--- config.mk ---
export PLATFORM = sky130hd
export DESIGN_NAME = layer_sequencer
export DESIGN_NICKNAME = d
export VERILOG_FILES = /design/src/rtl/layer_sequencer.sv
export SDC_FILE = /design/constraint.sdc
export NUM_CORES = 1
export LEC_CHECK = 0
export CAP_MARGIN = 20
export CORE_MARGIN = 2
export CORE_UTILIZATION = 45
export CTS_CLUSTER_DIAMETER = 30
export DETAILED_ROUTE_END_ITERATION = 8
export HOLD_SLACK_MARGIN = 0.06
export MAX_ROUTING_LAYER = met4
export PLACE_DENSITY = 0.82
export SLEW_MARGIN = 5
export SYNTH_ARGS = -nofsm -noshare
export SYNTH_HDL_FRONTEND = slang
export SYNTH_SLANG_ARGS = --single-unit
--- constraint.sdc ---
create_clock -name clk -period 5.65 [get_ports clk]
set_input_delay 1.695 -clock clk [delete_from_list [all_inputs] [get_ports clk]]
set_output_delay 1.695 -clock clk [all_outputs]
set_load 0.005 [all_outputs]
--- src/rtl/layer_sequencer.sv ---
// Layer sequencer for the systolic MAC array.
// Accepts one layer command per valid/ready handshake, then clears the
// accumulators, loads weights, runs one or more compute passes and returns
// the per-lane accumulator captures on a valid/ready result port.
// Ports:
//   clk, rst                 clock, asynchronous active-low reset
//   cmd_*                    layer command (mode, layering select, pass count)
//   start_weight, mode       weight pipeline controller start pulse / held mode
//   start_valid_pipeline,    compute controller start pulses
//   start_layering
//   clear_all                accumulator clear pulse
//   weight_busy,             controller busy inputs
//   compute_busy
//   valid_out, acc_in        MAC array per-lane valid and accumulators
//   res_*                    captured result, lane mask and timeout flag
//   idle                     sequencer waiting for a command
module layer_sequencer #(
  parameter int unsigned N_MACS    = 4,
  parameter int unsigned ACC_W     = 16,
  parameter int unsigned TIMEOUT_W = 8
) (
  input  logic                      clk,
  input  logic                      rst,
  input  logic                      cmd_valid,
  output logic                      cmd_ready,
  input  logic [2:0]                cmd_mode,
  input  logic                      cmd_layering,
  input  logic [3:0]                cmd_passes,
  output logic                      start_weight,
  output logic [2:0]                mode,
  output logic                      start_valid_pipeline,
  output logic                      start_layering,
  output logic                      clear_all,
  input  logic                      weight_busy,
  input  logic                      compute_busy,
  input  logic [N_MACS-1:0]         valid_out,
  input  logic [N_MACS*ACC_W-1:0]   acc_in,
  output logic                      res_valid,
  input  logic                      res_ready,
  output logic [N_MACS*ACC_W-1:0]   res_data,
  output logic [N_MACS-1:0]         res_lane_mask,
  output logic                      res_timeout,
  output logic                      idle
);

  localparam int unsigned DATA_W = N_MACS * ACC_W;
  // Last watchdog value before expiry; the transition taken here lands in
  // RESULT exactly 2^TIMEOUT_W-1 cycles after entering the wait state.
  localparam logic [TIMEOUT_W-1:0] WD_LAST = {{(TIMEOUT_W-1){1'b1}}, 1'b0};

  typedef enum logic [2:0] {
    S_IDLE,
    S_CLEAR,
    S_LOAD_W,
    S_WAIT_W,
    S_START_C,
    S_WAIT_C,
    S_RESULT
  } state_t;

  state_t                state_q, state_d;
  logic [2:0]            mode_q, mode_d;
  logic                  layering_q, layering_d;
  logic [3:0]            passes_q, passes_d;
  logic [3:0]            pass_cnt_q, pass_cnt_d;
  logic [TIMEOUT_W-1:0]  wdog_q, wdog_d;
  logic [DATA_W-1:0]     res_data_q, res_data_d;
  logic [N_MACS-1:0]     mask_q, mask_d;
  logic                  timeout_q, timeout_d;
  logic                  clear_q, clear_d;
  logic                  start_w_q, start_w_d;
  logic                  start_vp_q, start_vp_d;
  logic                  start_lay_q, start_lay_d;
  logic                  res_valid_q, res_valid_d;
  logic [DATA_W-1:0]     cap_data;

  // Per-lane capture: take the accumulator of every lane flagging valid.
  for (genvar g = 0; g < N_MACS; g++) begin : g_lane
    assign cap_data[g*ACC_W +: ACC_W] = valid_out[g] ? acc_in[g*ACC_W +: ACC_W]
                                                     : res_data_q[g*ACC_W +: ACC_W];
  end

  // Next-state and next-output logic.
  always_comb begin
    state_d     = state_q;
    mode_d      = mode_q;
    layering_d  = layering_q;
    passes_d    = passes_q;
    pass_cnt_d  = pass_cnt_q;
    wdog_d      = wdog_q;
    res_data_d  = res_data_q;
    mask_d      = mask_q;
    timeout_d   = timeout_q;

    case (state_q)
      S_IDLE: begin
        if (cmd_valid) begin
          mode_d     = cmd_mode;
          layering_d = cmd_layering;
          passes_d   = (cmd_passes == 4'd0) ? 4'd1 : cmd_passes;
          pass_cnt_d = 4'd0;
          mask_d     = '0;
          timeout_d  = 1'b0;
          state_d    = S_CLEAR;
        end
      end
      S_CLEAR: state_d = S_LOAD_W;
      S_LOAD_W: begin
        wdog_d  = '0;
        state_d = S_WAIT_W;
      end
      S_WAIT_W: begin
        // wdog_q == 0 marks the grace cycle where busy is not yet valid.
        if ((wdog_q != '0) && !weight_busy) begin
          state_d = S_START_C;
        end else if (wdog_q == WD_LAST) begin
          timeout_d = 1'b1;
          state_d   = S_RESULT;
        end else begin
          wdog_d = wdog_q + TIMEOUT_W'(1);
        end
      end
      S_START_C: begin
        wdog_d  = '0;
        state_d = S_WAIT_C;
      end
      S_WAIT_C: begin
        res_data_d = cap_data;
        mask_d     = mask_q | valid_out;
        if ((wdog_q != '0) && !compute_busy) begin
          if (pass_cnt_q < (passes_q - 4'd1)) begin
            pass_cnt_d = pass_cnt_q + 4'd1;
            state_d    = S_START_C;
          end else begin
            state_d = S_RESULT;
          end
        end else if (wdog_q == WD_LAST) begin
          timeout_d = 1'b1;
          state_d   = S_RESULT;
        end else begin
          wdog_d = wdog_q + TIMEOUT_W'(1);
        end
      end
      S_RESULT: begin
        if (res_ready) state_d = S_IDLE;
      end
      default: state_d = S_IDLE;
    endcase

    // Pulses and res_valid track the state being entered so they line up
    // with that state's single cycle.
    clear_d     = (state_d == S_CLEAR);
    start_w_d   = (state_d == S_LOAD_W);
    start_lay_d = (state_d == S_START_C) && layering_d;
    start_vp_d  = (state_d == S_START_C) && !layering_d;
    res_valid_d = (state_d == S_RESULT);
  end

  // State and output registers.
  always_ff @(posedge clk or negedge rst) begin
    if (!rst) begin
      state_q     <= S_IDLE;
      mode_q      <= 3'd0;
      layering_q  <= 1'b0;
      passes_q    <= 4'd0;
      pass_cnt_q  <= 4'd0;
      wdog_q      <= '0;
      res_data_q  <= '0;
      mask_q      <= '0;
      timeout_q   <= 1'b0;
      clear_q     <= 1'b0;
      start_w_q   <= 1'b0;
      start_vp_q  <= 1'b0;
      start_lay_q <= 1'b0;
      res_valid_q <= 1'b0;
    end else begin
      state_q     <= state_d;
      mode_q      <= mode_d;
      layering_q  <= layering_d;
      passes_q    <= passes_d;
      pass_cnt_q  <= pass_cnt_d;
      wdog_q      <= wdog_d;
      res_data_q  <= res_data_d;
      mask_q      <= mask_d;
      timeout_q   <= timeout_d;
      clear_q     <= clear_d;
      start_w_q   <= start_w_d;
      start_vp_q  <= start_vp_d;
      start_lay_q <= start_lay_d;
      res_valid_q <= res_valid_d;
    end
  end

  assign cmd_ready            = (state_q == S_IDLE);
  assign idle                 = (state_q == S_IDLE);
  assign mode                 = mode_q;
  assign clear_all            = clear_q;
  assign start_weight         = start_w_q;
  assign start_valid_pipeline = start_vp_q;
  assign start_layering       = start_lay_q;
  assign res_valid            = res_valid_q;
  assign res_data             = res_data_q;
  assign res_lane_mask        = mask_q;
  assign res_timeout          = timeout_q;

endmodule

==> reports/metrics.yaml <==
ys_top_cells_by_area: "dfrtp_1 (59%), mux2_2 (18%), ha_1 (2.4%)"
die-area_um2: 9980
grt_pass1_vias: 3061
ys_seq_area_share_pct: 58.6
clk_pin_slew_worst_paths_ps: 90
die_h_um: 99.9
synthCells: 317
post_cts_buffers: 0
antenna_left: 0
crit_fanout: 16
met1_length_mm: 4.19
min_period_ps: 3560
intPower_mw: 1.97
gr-usage-all-layers_pct: 19.9
cp-start-kind: "flip-flop"
synth_commonest_cells: "dfrtp_1 (97), mux2_2 (65), nand2_1 (24)"
multi_input_area_um2: 1620
synth-async-reset-ratio_pct: 100
critPathCaptureType: "output port"
synth_edf_count: 0
cts_resized: 0
drt_iter0_markers: 76
syn_nets: 407
numCtsBuffers: 9
synth-seq-cells: 97
met3_length_um: 516
grt_max_degree: 59
max_stage_delay_ps: 600
maxCapViolations: 0
final_core_util_pct: 66.6
relSlewSlack_pct: 51.4
p_clk_share_pct: 17.4
cts-root-buf: "clkbuf_8"
layout-drive-gt1-share_pct: 20.7
overflow: 0
gp_congestion: 0.862
rows: 35
yosysWarnings: 0
finalWirelength_mm: 9.69
syn_area_um2: 4140
criticalPathCategory: "reg -> out"
total_leakage_power_nw: 2.63
worstPathArrival_ps: 1860
status: "completed"
fin_crit_sh_pct: 62.9
areaGrowthSynthToFinish_pct: 45.8
syn_area_per_cell_um2: 13.1
cts_tree: "done"
setup_viol: 0
dieWidth_um: 99.9
viasPerCell: 5.17
boundaryPins: 161
required_ps: 3950
drt_pass1_iterations: 6
synth_top_area_share_pct: 58.6
cts_hold_buf: 0
hold_path_class: "reg -> reg"
avgRoutedWirePerCell_um: 16.3
clkLatencyLatePin_ps: 350
nets: 568
wl_met2_mm: 4.89
clock_sinks: 97
hpwl_mm: 7.24
cts_buffer_depth: 2
synth_largest_area_cell: "dfrtp_1"
grt_pass1_wl_mm: 15.0
yosysMostFrequentCell: "dfrtp_1"
setup-tns-final_ps: 0
cts-htree-levels: 3
nFillCells: 697
vdd_drop_max_uv: 274
regArea_um2: 2430
initial_utilization_pct: 45.7
crit_chain: "nor3_4, clkdlybuf4s50_1"
top_layer_used: "met4"
clock_skew_ps: 6.95
powerDensity_nw_per_um2: 465
drc: 0
num_antenna_cells: 0
final_hold_viol_count: 0
swShare_pct: 29.7
crit_slowest_cell: "dfrtp_1"
antenna_found_initial: 0
final-max-slew-violation-count: 0
ys.flop_type: "dfrtp_1"
p_sw_uw: 835
worstMarginPinSlew_ps: 728
fmax_mhz: 281
rsz0062_at_grt: "false"
combPwrFrac_pct: 41.5
vias: 3069
io_buffers: 160
pwr-share-seq_pct: 41.0
core_um2: 9060
synth.distinct_cells: 46
flip-flops by register name, summed over array words and instances (netlist names):
| register | cells |
|---|---|
| pass_cnt_q | 4 |
| res_lane_mask | 4 |
| state_q | 3 |
| res_timeout | 1 |
| wdog_q | 8 |
| start_valid_pipeline | 1 |
| res_data | 64 |
| mode | 3 |
| start_layering | 1 |
| layering_q | 1 |
| start_weight | 1 |
| res_valid | 1 |
| clear_all | 1 |
| passes_q | 4 |
power by group through the flow:
stage          Sequential (mW)  Clock (mW)  Combinational [mW]
3_5_place_dp              1.17           0                1.18
4_1_cts                   1.15       0.502                1.18
3_3_place_gp              1.15           0                1.14
5_1_grt                   1.19       0.540                1.26
6_report                  1.15       0.489                1.17
2_1_floorplan             1.14           0               0.527
cells by family after synthesis:
group / Yosys count / synth area share, %
XOR/XNOR: 9 / 1.90
multiplexers: 65 / 17.7
adder cells (fa/ha/maj): 8 / 2.42
flip-flops: 97 / 58.6
buffers and inverters: 17 / 2.18
AND/OR/NAND/NOR: 89 / 12.1
AO/OA/AOI/OAI: 32 / 5.05
final cells by class:
type / count / share of cell area (%)
clock buffers: 10 / 2.11
well taps: 111 / 2.30
flip-flops and latches: 97 / 40.2
repair buffers: 161 / 26.6
clock inverters: 6 / 1.49
inverters: 6 / 0.373
multi-input cells: 203 / 26.9
per-layer routing:
layer	up-vias	global-route usage, %
met2	106	32.8
met3	10	4.39
li1	1436	-
met4	0	4.74
met1	1517	25.4
met5	-	-
through the flow:
step	hold slack [ps]	instance area, um^2	cells	setup slack (ps)	total power, mW
after CTS	489	6040	594	2080	2.84
after global placement	460	5820	578	2190	2.29
after global routing	529	6040	594	1970	2.99
final	485	6040	594	2090	2.81
after detailed placement	469	5820	578	2140	2.34
after floorplan	454	4140	317	2740	1.66
worst max-delay path: cells and delay by family, from the launching register on:
kind                   cells  cell delay [ps]
flip-flops                 1              600
AND/OR/NAND/NOR            1              350
buffers and inverters      1              560
worst paths after layout:
kind	startpoint	end	cells past startpoint	slack [ps]
setup / recovery	state_q[1]	idle	2	2090
hold / removal	mode[2]	mode[2]	2	480
setup reg to reg	passes_q[0]	pass_cnt_q[3]	9	3280
hold reg to reg	mode[2]	mode[2]	2	480
max in group asynchronous	rst	mode[0]	2	3260
min in group asynchronous	rst	res_data[41]	1	1390
layout by cell type, fill, tap and decap left out, types with 9 or more instances in the layout:
cell	Yosys	routed
mux2_2	65	65
clkbuf_8	0	9
dfrtp_1	97	97
nor2_1	17	17
a21oi_1	11	11
clkdlybuf4s50_1	0	159
nor3_1	11	11
o21ai_0	9	9
nand2_1	24	24
xnor2_1	9	9
(Power assumes the default switching activity.)
